[src/rtl/display_ctrl_pkg.sv]
// -----------------------------------------------------------------------------
// display_ctrl_pkg
//   Shared types and default constants for the seven-segment display
//   control path.
//   Contents:
//     disp_sched_state_t : scheduler FSM state encoding (also exported on the
//                          scheduler's dbg_state port)
//     DISP_NUM_SRC       : default number of display requesters
//     DISP_DWELL_CYCLES  : default dwell time per shown value (1 s at 100 MHz)
// -----------------------------------------------------------------------------
package display_ctrl_pkg;

    localparam int DISP_NUM_SRC      = 4;
    localparam int DISP_DWELL_CYCLES = 100_000_000;

    typedef enum logic [2:0] {
        S_IDLE     = 3'd0,
        S_ARB      = 3'd1,
        S_SHOW     = 3'd2,
        S_HOLD     = 3'd3,
        S_OVERRIDE = 3'd4
    } disp_sched_state_t;

endpackage

[src/rtl/rr_arbiter.sv]
// -----------------------------------------------------------------------------
// rr_arbiter
//   Combinational round-robin picker. Searches the request vector upward
//   starting one past the previous winner, wrapping modulo N, and returns the
//   first requesting index. Holds no state; the caller owns last_grant.
//   Ports:
//     req        in  [N-1:0]  request vector
//     last_grant in  [IW-1:0] index granted most recently
//     grant      out [IW-1:0] winning index (0 when any_req is low)
//     any_req    out          at least one request is high
// -----------------------------------------------------------------------------
module rr_arbiter #(
    parameter int N  = 4,
    parameter int IW = (N > 1) ? $clog2(N) : 1
) (
    input  logic [N-1:0]  req,
    input  logic [IW-1:0] last_grant,
    output logic [IW-1:0] grant,
    output logic          any_req
);

    logic [IW-1:0] idx;
    logic          found;

    always_comb begin
        grant = '0;
        found = 1'b0;
        idx   = last_grant;
        // Walk the ring once, starting at last_grant+1; the wrap is explicit
        // so N need not be a power of two.
        for (int off = 0; off < N; off++) begin
            if (idx == IW'(N - 1)) begin
                idx = '0;
            end else begin
                idx = idx + IW'(1);
            end
            if (!found && req[idx]) begin
                grant = idx;
                found = 1'b1;
            end
        end
    end

    assign any_req = |req;

endmodule

[src/rtl/display_source_scheduler.sv]
// -----------------------------------------------------------------------------
// display_source_scheduler
//   Time-shares the 32-bit display value between NUM_SRC requesters. Grants
//   round-robin, latches the granted value and shows it for DWELL_CYCLES
//   cycles plus one arbitration cycle. A level-sensitive override preempts
//   the rotation at once and is tracked every cycle while high.
//
//   Handshake: a source raises src_req[i] with src_data[i] stable and keeps
//   both until src_ack[i] pulses high for exactly one cycle; that pulse marks
//   the cycle in which the value is already on `number`. The source may drop
//   req in its ack cycle; requests are ignored during SHOW, so it cannot be
//   granted twice.
//
//   Ports:
//     clk, reset      clock; synchronous active-high reset
//     src_req         [NUM_SRC]     per-source request
//     src_data        [NUM_SRC][32] per-source value
//     src_ack         [NUM_SRC]     registered one-cycle capture pulse
//     override_valid  level, display override_data while high
//     override_data   [32]          override value
//     number          [32]          value driven to the display
//     active_src      index of the source currently shown
//     active_valid    number holds a granted source value
//     in_override     override is being displayed
//     dbg_state       current FSM state
// -----------------------------------------------------------------------------
module display_source_scheduler
    import display_ctrl_pkg::*;
#(
    parameter int NUM_SRC      = DISP_NUM_SRC,
    parameter int DWELL_CYCLES = DISP_DWELL_CYCLES
) (
    input  logic                          clk,
    input  logic                          reset,
    input  logic [NUM_SRC-1:0]            src_req,
    input  logic [NUM_SRC-1:0][31:0]      src_data,
    output logic [NUM_SRC-1:0]            src_ack,
    input  logic                          override_valid,
    input  logic [31:0]                   override_data,
    output logic [31:0]                   number,
    output logic [$clog2(NUM_SRC)-1:0]    active_src,
    output logic                          active_valid,
    output logic                          in_override,
    output disp_sched_state_t             dbg_state
);

    localparam int IW = $clog2(NUM_SRC);
    localparam int CW = $clog2(DWELL_CYCLES + 1);
    localparam logic [CW-1:0] CNT_LOAD = CW'(DWELL_CYCLES - 1);

    disp_sched_state_t state_q, state_d;
    logic [31:0]       number_q, number_d;
    logic [IW-1:0]     active_src_q, active_src_d;
    logic              active_valid_q, active_valid_d;
    logic              in_override_q, in_override_d;
    logic [NUM_SRC-1:0] ack_q, ack_d;
    logic [IW-1:0]     last_grant_q, last_grant_d;
    logic [CW-1:0]     cnt_q, cnt_d;

    logic [IW-1:0]     arb_grant;
    logic              arb_any;

    rr_arbiter #(
        .N  (NUM_SRC),
        .IW (IW)
    ) u_arb (
        .req        (src_req),
        .last_grant (last_grant_q),
        .grant      (arb_grant),
        .any_req    (arb_any)
    );

    always_comb begin
        state_d        = state_q;
        number_d       = number_q;
        active_src_d   = active_src_q;
        active_valid_d = active_valid_q;
        in_override_d  = in_override_q;
        ack_d          = '0;
        last_grant_d   = last_grant_q;
        cnt_d          = cnt_q;

        if (override_valid) begin
            // Override beats everything, including a same-cycle grant; the
            // rotation bookkeeping is left untouched and the dwell is lost.
            state_d       = S_OVERRIDE;
            number_d      = override_data;
            in_override_d = 1'b1;
            cnt_d         = '0;
        end else begin
            unique case (state_q)
                S_IDLE, S_ARB, S_HOLD: begin
                    if (arb_any) begin
                        state_d              = S_SHOW;
                        number_d             = src_data[arb_grant];
                        active_src_d         = arb_grant;
                        active_valid_d       = 1'b1;
                        ack_d[arb_grant]     = 1'b1;
                        last_grant_d         = arb_grant;
                        cnt_d                = CNT_LOAD;
                    end else if (state_q == S_ARB) begin
                        state_d = S_HOLD;
                    end
                end
                S_SHOW: begin
                    if (cnt_q == '0) begin
                        state_d = S_ARB;
                    end else begin
                        cnt_d = cnt_q - CW'(1);
                    end
                end
                S_OVERRIDE: begin
                    // Released: re-arbitrate next cycle. With nobody waiting,
                    // the display keeps the stale override value, which is
                    // not a source value.
                    state_d       = S_ARB;
                    in_override_d = 1'b0;
                    if (!arb_any) begin
                        active_valid_d = 1'b0;
                    end
                end
                default: begin
                    state_d = S_IDLE;
                end
            endcase
        end
    end

    always_ff @(posedge clk) begin
        if (reset) begin
            state_q        <= S_IDLE;
            number_q       <= '0;
            active_src_q   <= '0;
            active_valid_q <= 1'b0;
            in_override_q  <= 1'b0;
            ack_q          <= '0;
            last_grant_q   <= IW'(NUM_SRC - 1);
            cnt_q          <= '0;
        end else begin
            state_q        <= state_d;
            number_q       <= number_d;
            active_src_q   <= active_src_d;
            active_valid_q <= active_valid_d;
            in_override_q  <= in_override_d;
            ack_q          <= ack_d;
            last_grant_q   <= last_grant_d;
            cnt_q          <= cnt_d;
        end
    end

    assign number       = number_q;
    assign active_src   = active_src_q;
    assign active_valid = active_valid_q;
    assign in_override  = in_override_q;
    assign src_ack      = ack_q;
    assign dbg_state    = state_q;

endmodule

[config.mk]
export PLATFORM = sky130hd
export DESIGN_NAME = display_source_scheduler
export DESIGN_NICKNAME = d
export VERILOG_FILES = /design/src/rtl/display_ctrl_pkg.sv /design/src/rtl/rr_arbiter.sv /design/src/rtl/display_source_scheduler.sv
export SDC_FILE = /design/constraint.sdc
export NUM_CORES = 1
export LEC_CHECK = 0
export ABC_AREA = 0
export CAP_MARGIN = 20
export CORE_MARGIN = 3
export CORE_UTILIZATION = 44
export DETAILED_ROUTE_END_ITERATION = 10
export PLACE_DENSITY = 0.95
export RECOVER_POWER = 25
export SYNTH_ARGS = -nofsm -noshare
export SYNTH_HDL_FRONTEND = slang
export SYNTH_HIERARCHICAL = 1
export SYNTH_SLANG_ARGS = --single-unit
[constraint.sdc]
create_clock -name clk -period 8.1 [get_ports clk]
set_clock_uncertainty 0.15 [all_clocks]
set_input_delay 1.62 -clock clk [delete_from_list [all_inputs] [get_ports clk]]
set_output_delay 1.62 -clock clk [all_outputs]
set_load 0.1 [all_outputs]
# ---- After elaboration in Yosys (flattened, before gate mapping)
# Index checks and enable logic that the tools add are counted.
dict set report op_classes {
  n_mux 39
  eq_ne 15
  add_sub_neg 5
  bitwise 3
  reduce_logical 24
  order_cmp 6
}
# operator count
set ops {}
lappend ops {{$mux W32} 4}
lappend ops {{$bmux W32 S2} 1}
lappend ops {{$mux W27} 2}
lappend ops {{$pmux W27 S2} 1}
lappend ops {{$logic_not A27 Y1} 1}
lappend ops {{$sub A27 B1 Y27 const B} 1}
lappend ops {{$mux W2} 8}
lappend ops {{$lt A2 B3 Y1 const B} 5}
lappend ops {{$mux W1} 12}
lappend ops {{$mux W3} 4}
lappend ops {{$reduce_bool A2 Y1} 5}
lappend ops {{$pmux W3 S3} 1}
lappend ops {{$add A2 B1 Y2 const B} 4}
lappend ops {{$bmux W1 S2} 4}
lappend ops {{$eq A2 B2 Y1 const B} 4}
lappend ops {{$ne A2 B2 Y1 const B} 4}
lappend ops {{$reduce_or A4 Y1} 2}
lappend ops {{$eq A3 B2 Y1 const B} 2}
lappend ops {{$ne A3 B3 Y1 const B} 2}
lappend ops {{$reduce_and A2 Y1} 3}
lappend ops {{$reduce_and A3 Y1} 2}
lappend ops {{$logic_and A1 B1 Y1} 4}
lappend ops {{$ne A4 B4 Y1 const B} 1}
lappend ops {{$reduce_and A4 Y1} 1}
lappend ops {{10 further kinds} 14}
dict set report totals {
  output_inout_bits 43
  wordCells 101
  input_bits 167
  ff_bits 72
}

# ---- Longest topological paths before layout
dict set report depth {
  ltp_word 19
  mapped_depth 9
}

# ---- By module
# Netlist, hierarchy kept.
# module area_each_um2 cells_per_inst seq_area_each_um2 instances
set by_module_without_submodules {}
lappend by_module_without_submodules {display_source_scheduler 4107.7 448 1441.4 1}
lappend by_module_without_submodules {rr_arbiter 107.6 14 0.0 1}

# ---- Worst setup path before layout
# Ideal clock, no wire load.
dict set report synth_path {
  path_kind {input -> register}
  from {in src_req[2]}
  to {reg cnt_q[13]}
  slack_ns 4.465
  setup_ns 0.132
  cell_stages 7
  t_arrival_ns 3.352
  path_cell_list {or4_1 > inv_1 > or3_1 > clkbuf_1 > clkbuf_1 > buf_1 > a21oi_1}
}
dict set report synth_via {
  elab_chain_cells 3
}
# item line_no
set synth_lines {}
lappend synth_lines {{start: declaration} display_source_scheduler.sv:35} ;# input logic [NUM_SRC-1:0] src_req,
lappend synth_lines {{$reduce_or A4 Y1} rr_arbiter.sv:44} ;# assign any_req = |req;
lappend synth_lines {{$ne A2 B2 Y1 (no source line)} -}
lappend synth_lines {{$reduce_and A3 Y1 (no source line)} -}
lappend synth_lines {{end signal: assignment} display_source_scheduler.sv:147} ;# cnt_q <= cnt_d;
lappend synth_lines {{end: declaration} display_source_scheduler.sv:58} ;# logic [CW-1:0] cnt_q, cnt_d;
# Every way passes these cells.
# A chain may end at the register's enable or synchronous reset.

# ---- Worst setup path in the final report
dict set report layout_path {
  from {in reset}
  to {reg cnt_q[10]}
}
dict set report layout_via {
  elab_chain_cells 1
}
# item line_no
set layout_lines {}
lappend layout_lines {{start: declaration} display_source_scheduler.sv:34} ;# input logic reset,
lappend layout_lines {{$reduce_or A2 Y1 (no source line)} -}
# Every way passes these cells.

==> impl_summary.md <==
Outcome
The run finished, with violations left. The final reports fail on max-capacitance violations, max-slew violations.

GRT
Across every metal layer, demand over resource in global routing totals 30.90%. In the global route stage, met2 resource usage came out at between 50% and 60%. The first global-routing pass estimated approximately 26 mm of wire.

The initial antenna violation count is 1. The number of global-route vias before repair is about 5000. After global routing the overflow that remains totals 0. For this run, global-route usage on met3 was measured as 9.249%.

For met1 alone, demand over resource in global routing was about 34%. The global routing stage identified its most utilized layer as met2. Entering global routing, the biggest net connects 67 pins.

STA
The number of pins exceeding their max-slew limit in the final report is 42. The number of hold violations in the final report is 0. The number of endpoints failing setup at the final stage is 0.

The tightest hold path in the finished design has a slack of 337.9 ps. The portion of the clock cycle consumed by the worst path in the final layout is between 50% and 60%. The final critical-path setup slack is 3331 ps. The minimum clock period is around 4800 ps. In the final timing run, aggregate negative setup slack is 0 ps.

The slew at the pin closest to its max-slew limit is 1867 ps. Timing would allow up to 209.7 MHz. Setup repair after global routing left no endpoint under its margin.

The worst slew slack as a fraction of its limit is -24.49%.

Synthesis
Sorting the synthesized cells by area gives the leading types as sky130_fd_sc_hd__dfxtp_1 34%, sky130_fd_sc_hd__mux4_2 17%, sky130_fd_sc_hd__a311oi_1 7.1%. The number of nets in the synthesized netlist is 631. The synthesized design contains 0 enable-type register cells.

After synthesis, the share of flip-flops with an asynchronous set or reset is 0%. The mean instance size in the synthesized netlist is 9.124 sq um. The cell area after synthesis is ~4200 sq um. Of all cell types, the one taking the most synthesized area is sky130_fd_sc_hd__dfxtp_1.

The synthesized netlist cell count is 462. By count the netlist is led by 77 x sky130_fd_sc_hd__nand2_1, 72 x sky130_fd_sc_hd__dfxtp_1, 53 x sky130_fd_sc_hd__nor2_1, 34 x sky130_fd_sc_hd__a311oi_1, 32 x sky130_fd_sc_hd__mux4_2. The proportion of netlist area held by the largest area contributor is 34.19%. In this run, synthesis produced a sequential element count of 72. The number of different library cells used by synthesis comes to between 50 and 60. After synthesis, flip-flops and latches occupy 34.19% of the total area. In the post-synthesis netlist, the cell with the most instances is sky130_fd_sc_hd__nand2_1.

Among all flip-flop cells after synthesis, the most frequent one is sky130_fd_sc_hd__dfxtp_1. Yosys printed 6 warnings.

Critical path
Of all nets on the critical path, the largest fanout is 41. The slack of the worst reg-to-reg path is 5030 ps. The worst setup path is of the input pin to flop kind. The required time reported for the critical path endpoint is 8210 ps. The kind of end point of the critical path is a flop. Broken down by cell family, the worst path's largest delay share belongs to buffers and inverters.

The number of buffer and inverter instances along the worst setup path is 2. The data arrival time at the worst-slack endpoint is 4880 ps. The worst setup path is launched from an input pin. The worst register-to-register path ends at number[22]$_SDFFE_PP0P_. The critical path's slowest cell is sky130_fd_sc_hd__clkbuf_1. The worst setup path startpoint is reset. The startpoint of the worst-slack reg-to-reg timing path is last_grant_q[0]$_SDFFE_PP1P_. On the worst path, the slowest cell contributes a delay of between 1000 and 1500 ps.

The critical path goes through dlygate4sd3_1 > clkbuf_1 > or2_0 > nor2_1 > nand3_1 > nand2_1. The depth of the most critical reg-to-reg path is 8.

Min path
The worst hold path passes through 2 cells. The worst hold path begins at active_src[1]$_SDFFE_PP0P_. The worst hold endpoint is active_src[1]$_SDFFE_PP0P_.

The path type of the worst min-delay path is flop to flop.

Placed design
The total of buffers placed on input and output ports is approximately 210. The routability congestion estimate is 0.9080. The worst setup timing slack at the placement stage is 3311 ps. Detailed placement ended at an HPWL of 12.87 mm.

Clock network
The number of CTS-inserted buffers is 9. After clock tree synthesis, the repair step resized 0 gates. The clock passes through at most 2 buffers. The number of buffers added to fix hold violations after cts is 0. The clock net in this run drives a total of 72 sinks.

The count of buffers added by post-CTS timing repair for setup is 0. The number of levels the H-tree was split into is 3. Clock-pin slew was measured on the worst setup and hold paths at ~80 ps. The buffer type at the clock tree root is sky130_fd_sc_hd__clkbuf_8. The clock latency on the worst-skew pair is approximately 370 ps. TritonCTS built the clock tree.

Route
After detailed routing, the average wire length per cell comes to 21.61 um. The number of vias in the routed layout is 4853. The total wirelength of the detailed-routed design is 16.99 mm. After detailed routing, the number of vias per cell comes to 6.174. The final routed DRC violation total is 0.

Before antenna repair, the detailed router went through 7 iterations. The remaining number of nets flagged by the antenna check after routing is 0. After the first detailed-routing iteration, the DRC count stood at 432.

Floorplan
The die outline width is ~100 um. The floorplan row count is 35. The floorplan step defined a die boundary enclosing 10790 sq um. The vertical die dimension is 103.9 um. 210 I/O pins were placed. The core outline area is 9284 sq um. The starting density of the core is 45.40%.

Finish
In the final layout, flip-flops and latches occupy roughly 1400 sq um. The signed area change from the synthesized netlist to the final layout is 56.37%. Cells fill 71.00% of the core in the end. The fraction of final layout cells sized beyond drive strength 1 is 11.13%. The fill cell total of the finished layout is 601.

The net count reported at finish is 821. The multi-input logic area is about 2600 sq um.

Job
The number of max-capacitance violations reported is 1.

Pwr
For this design the ratio of total power to cell area is 189.1 nW/um^2. The standby leakage power is 0.002355 uW. VDD sags by at most roughly 110 uV.

The design draws ~1200 uW.
[layout make-up]
type / count / share of cell area, %
Antenna cell: 1 / 0.03797
Clock buffer: 10 / 2.088
Clock inverter: 5 / 1.234
Inverter: 6 / 0.3417
Multi-Input combinational cell: 350 / 39.84
Sequential cell: 72 / 21.87
Tap cell: 129 / 2.449
Timing Repair Buffer: 213 / 32.14
[worst max-delay path by stage]
| stage | endpoint | cells past startpoint |
|---|---|---|
| floorplan | cnt_q[13]$_SDFFE_PP0P_ | 7 |
| global placement | cnt_q[10]$_SDFFE_PP0P_ | 7 |
| detailed placement | cnt_q[10]$_SDFFE_PP0P_ | 7 |
| CTS | cnt_q[10]$_SDFFE_PP0P_ | 7 |
| global route | cnt_q[10]$_SDFFE_PP0P_ | 6 |
| finish | cnt_q[10]$_SDFFE_PP0P_ | 6 |
[stage by stage]
| step | area, sq um | instances |
|---|---|---|
| after global routing | 6589 | 785 |
| final | 6591 | 786 |
| after global placement | 6374 | 770 |
| after CTS | 6593 | 785 |
| after detailed placement | 6374 | 770 |
| after floorplan | 4215 | 462 |
[flip-flops by register name, indices dropped and copies added (netlist names)]
signal / flops
active_src: 2
src_ack: 4
cnt_q: 27
active_valid: 1
in_override: 1
number: 32
last_grant_q: 2
dbg_state: 3
[cell usage in the layout (no fill, tap or decap), types with 8 or more instances in the layout]
master / synthesis / final
sky130_fd_sc_hd__a21oi_1: 27 / 27
sky130_fd_sc_hd__a311oi_1: 34 / 34
sky130_fd_sc_hd__clkdlybuf4s50_1: 0 / 188
sky130_fd_sc_hd__clkbuf_8: 0 / 10
sky130_fd_sc_hd__or3_1: 11 / 10
sky130_fd_sc_hd__nor2_1: 53 / 53
sky130_fd_sc_hd__dfxtp_1: 72 / 72
sky130_fd_sc_hd__dlygate4sd3_1: 0 / 21
sky130_fd_sc_hd__nand2_1: 77 / 77
sky130_fd_sc_hd__mux4_2: 32 / 32
sky130_fd_sc_hd__o21ai_0: 11 / 11
sky130_fd_sc_hd__or4_1: 8 / 8
[report_power, final]
group	internal (uW)	switching, uW
registers	381	23.1
logic	209	308
clock network	180	144
[routing by layer]
| layer | part of all wire [%] | up-vias | routed length, um |
|---|---|---|---|
| li1 | - | 2137 | - |
| met1 | 34 | 2343 | 5842 |
| met2 | 52 | 305 | 8790 |
| met3 | 9.0 | 68 | 1535 |
| met4 | 4.8 | 0 | 819 |
| met5 | 0 | - | 0 |
[cell families (layout without fill, tap and decap cells)]
logic type	count (synthesis)	in the layout	synth area share, %
flops	72	72	34.19
mux	32	32	17.10
buf+inv	40	234	3.918
xor+xnor	9	9	1.870
other cells	0	1	0
fa+ha+maj	2	2	0.5936
compound gates	104	104	17.60
simple gates	203	203	24.73
[tightest hold or removal path, stage by stage, from the launching register on]
cell	delay [ps]
sky130_fd_sc_hd__dfxtp_1	310
sky130_fd_sc_hd__o21ai_0	70
sky130_fd_sc_hd__a21oi_1	60
No activity file was read; power rests on OpenSTA's default activity.
==> RTL edit: new RTL, same settings <==
Change the package constant `DISP_DWELL_CYCLES` from 100_000_000 to 50_000_000.
--- a/src/rtl/display_ctrl_pkg.sv
+++ b/src/rtl/display_ctrl_pkg.sv
@@ -11,7 +11,7 @@
 package display_ctrl_pkg;
 
     localparam int DISP_NUM_SRC      = 4;
-    localparam int DISP_DWELL_CYCLES = 100_000_000;
+    localparam int DISP_DWELL_CYCLES = 50_000_000;
 
     typedef enum logic [2:0] {
         S_IDLE     = 3'd0,
Function: same outputs for any inputs over 10 cycles, from zero or initial values and one cycle with reset high; that may be too few to reach the edited logic, so the function may still have changed.
==> RTL edit against the original RTL <==
Cell area decreased by 1.1%; sequential cell count decreased by 1; power decreased by 0.65%; the run still ends with max-capacitance violations, max-slew violations left; core utilization increased by 2.3 points; first-iteration DRC count increased by 49%; wire length increased by 4.2%; setup slack got worse by 120 ps; synthesized area decreased by 2.5%; count of clock-buffer cells in the layout increased by 1; die area decreased by 2.4%.
==> RTL edit: results (changes against the original RTL) <==
Status:
- The run finished, with violations left.
- The checks that failed: max-capacitance violations, max-slew violations.

Synth:
- The post-synthesis net count is 617 (-2.2%).
- The portion of the post-synthesis area used by sequential elements is 0.346 (+0.00387).
- The post-synthesis area per instance is 9.17 µm² (+0.55%).
- The commonest register cell after synthesis is dfxtp_1.
- In the synthesized netlist, the cells that appear most often are dfxtp_1 (71), nand2_1 (70), nor2_1 (62), a311oi_1 (39), mux4_2 (32).
- The number of warnings printed during yosys synthesis is 6 (unchanged).
- The number of distinct library cells after synthesis is 51 (unchanged).
- By area the synthesized netlist is led by dfxtp_1 (35%), mux4_2 (18%), a311oi_1 (8.3%), nand2_1 (6.4%), nor2_1 (5.7%).

Route:
- The total length of routed met3 wires came to 1780 µm (+16%).
- The via count is 4925 (+1.5%).
- The routed length per placed instance is 23.4 µm (+8.5%).
- The met2 routed wirelength came to 9050 µm (+2.9%).
- The routed metal-1 wirelength is 5970 µm (+2.2%).
- The violation count after the first detailed-routing iteration is 644 (+49%).
- The detailed router used layers up to and including met4.

CTS:
- The depth of the CTS H-tree was 3 (unchanged).
- The maximum number of buffers from clock root to sink came to 2 (unchanged).
- The cell chosen for the clock root is clkbuf_8.
- The TritonCTS buffer count is 9 (unchanged).
- The clock reaches the later pin of the worst-skew pair after 360 ps.

GRT:
- The pin count of the biggest net entering global routing is 67 (unchanged).
- The met3 routing resource usage after global routing was 0.0961 (+0.00359).
- The met2 capacity usage during global routing is 0.540 (+0.00122).
- The global-route wire length before repair came to 25900 µm (-1.9%).
- The number of global-route vias before repair is 4791 (-3.9%).
- The initial antenna violation count was 0 (-1).
- The overall fraction of global-route tracks in use is 0.322 (+0.0133).
- The met1 usage in global routing is 0.386 (+0.0430).

Placement:
- The routability-driven placement congestion ratio was 0.927 (+2.0%).
- The total placed instance area came to 0.00626 mm² (-1.8%).
- The total placed cells including tap cells is 736 (-4.4%).
- The HPWL after detailed placement is 12200 µm (-5.3%).
- The setup slack after placement is 3460 ps (+149 ps).

Job:
- The number of violations of the max-capacitance limit is 1 (unchanged).

Min path:
- The worst hold path class is reg -> reg.

Timing:
- The relative slew slack came to -0.275 (-0.0297).
- The max-slew violation count came to 42 (unchanged).

Pwr:
- The leakage power is 2.33 nW (-0.98%).
- The peak supply drop is 0.125 mV (+9.8%).

Setup path:
- The highest net fanout along the worst path is 41 (unchanged).
- The peak per-stage delay on the critical path came to 1370 ps (+30 ps).
- The data arrival at the endpoint of the critical path is 4970 ps (+90 ps).

Layout:
- The number of nets in the layout is 810 (-1.3%).
- The share of final-layout standard cells stronger than drive strength 1 is 0.113 (+0.00172).
- The flip-flop count of the largest register, all copies and words added is 32 (unchanged).
- The final instance count without filler cells is 755 (-3.9%).
RTL edit: cell types whose count changed after synthesis, sizes merged, moves of 5 or more:
cell | unedited run | this run
a21oi | 27 | 18
nor2 | 53 | 62
nand2 | 79 | 72
o21ai | 15 | 8
o31ai | 7 | 0
or3 | 11 | 4
a311oi | 34 | 39
o2111ai | 0 | 5
xor2 | 5 | 10
RTL edit: power breakdown:
part	leakage (nW)	internal, mW	total [mW]	switching (mW)
clock	0.110	0.182	0.322	0.140
sequential	0.587	0.376	0.401	0.0253
combinational	1.64	0.212	0.515	0.303
RTL edit: worst paths after layout:
path	startpoint	endpoint	slack (ps)	depth (start not counted)
hold / removal	number[1]$_SDFFE_PP0P_	number[1]$_SDFFE_PP0P_	340	2
hold reg to reg	number[1]$_SDFFE_PP0P_	number[1]$_SDFFE_PP0P_	340	2
setup reg to reg	cnt_q[14]$_SDFFE_PP0P_	cnt_q[25]$_SDFFE_PP0P_	5060	5
setup / recovery	reset	cnt_q[18]$_SDFFE_PP0P_	3220	6
RTL edit: logic make-up (layout without fill, tap and decap cells):
group           count (synthesis)  after routing  share of synthesized area
xor+xnor                       15             15                     0.0320
compound gates                 97             97                      0.183
mux                            33             33                      0.178
flops                          71             71                      0.346
buf+inv                        43            241                     0.0402
fa+ha+maj                       2              2                    0.00609
other cells                     0              1                          0
simple gates                  187            187                      0.215
RTL edit: area by class of cell:
| type | count | area, µm² |
|---|---|---|
| Sequential cell | 71 | 1420 |
| Clock buffer | 11 | 141 |
| Tap cell | 108 | 135 |
| Fill cell | 491 | 2370 |
| Timing Repair Buffer | 215 | 2160 |
| Clock inverter | 5 | 81.3 |
| Antenna cell | 1 | 2.50 |
| Multi-Input combinational cell | 334 | 2540 |
| Inverter | 10 | 37.5 |
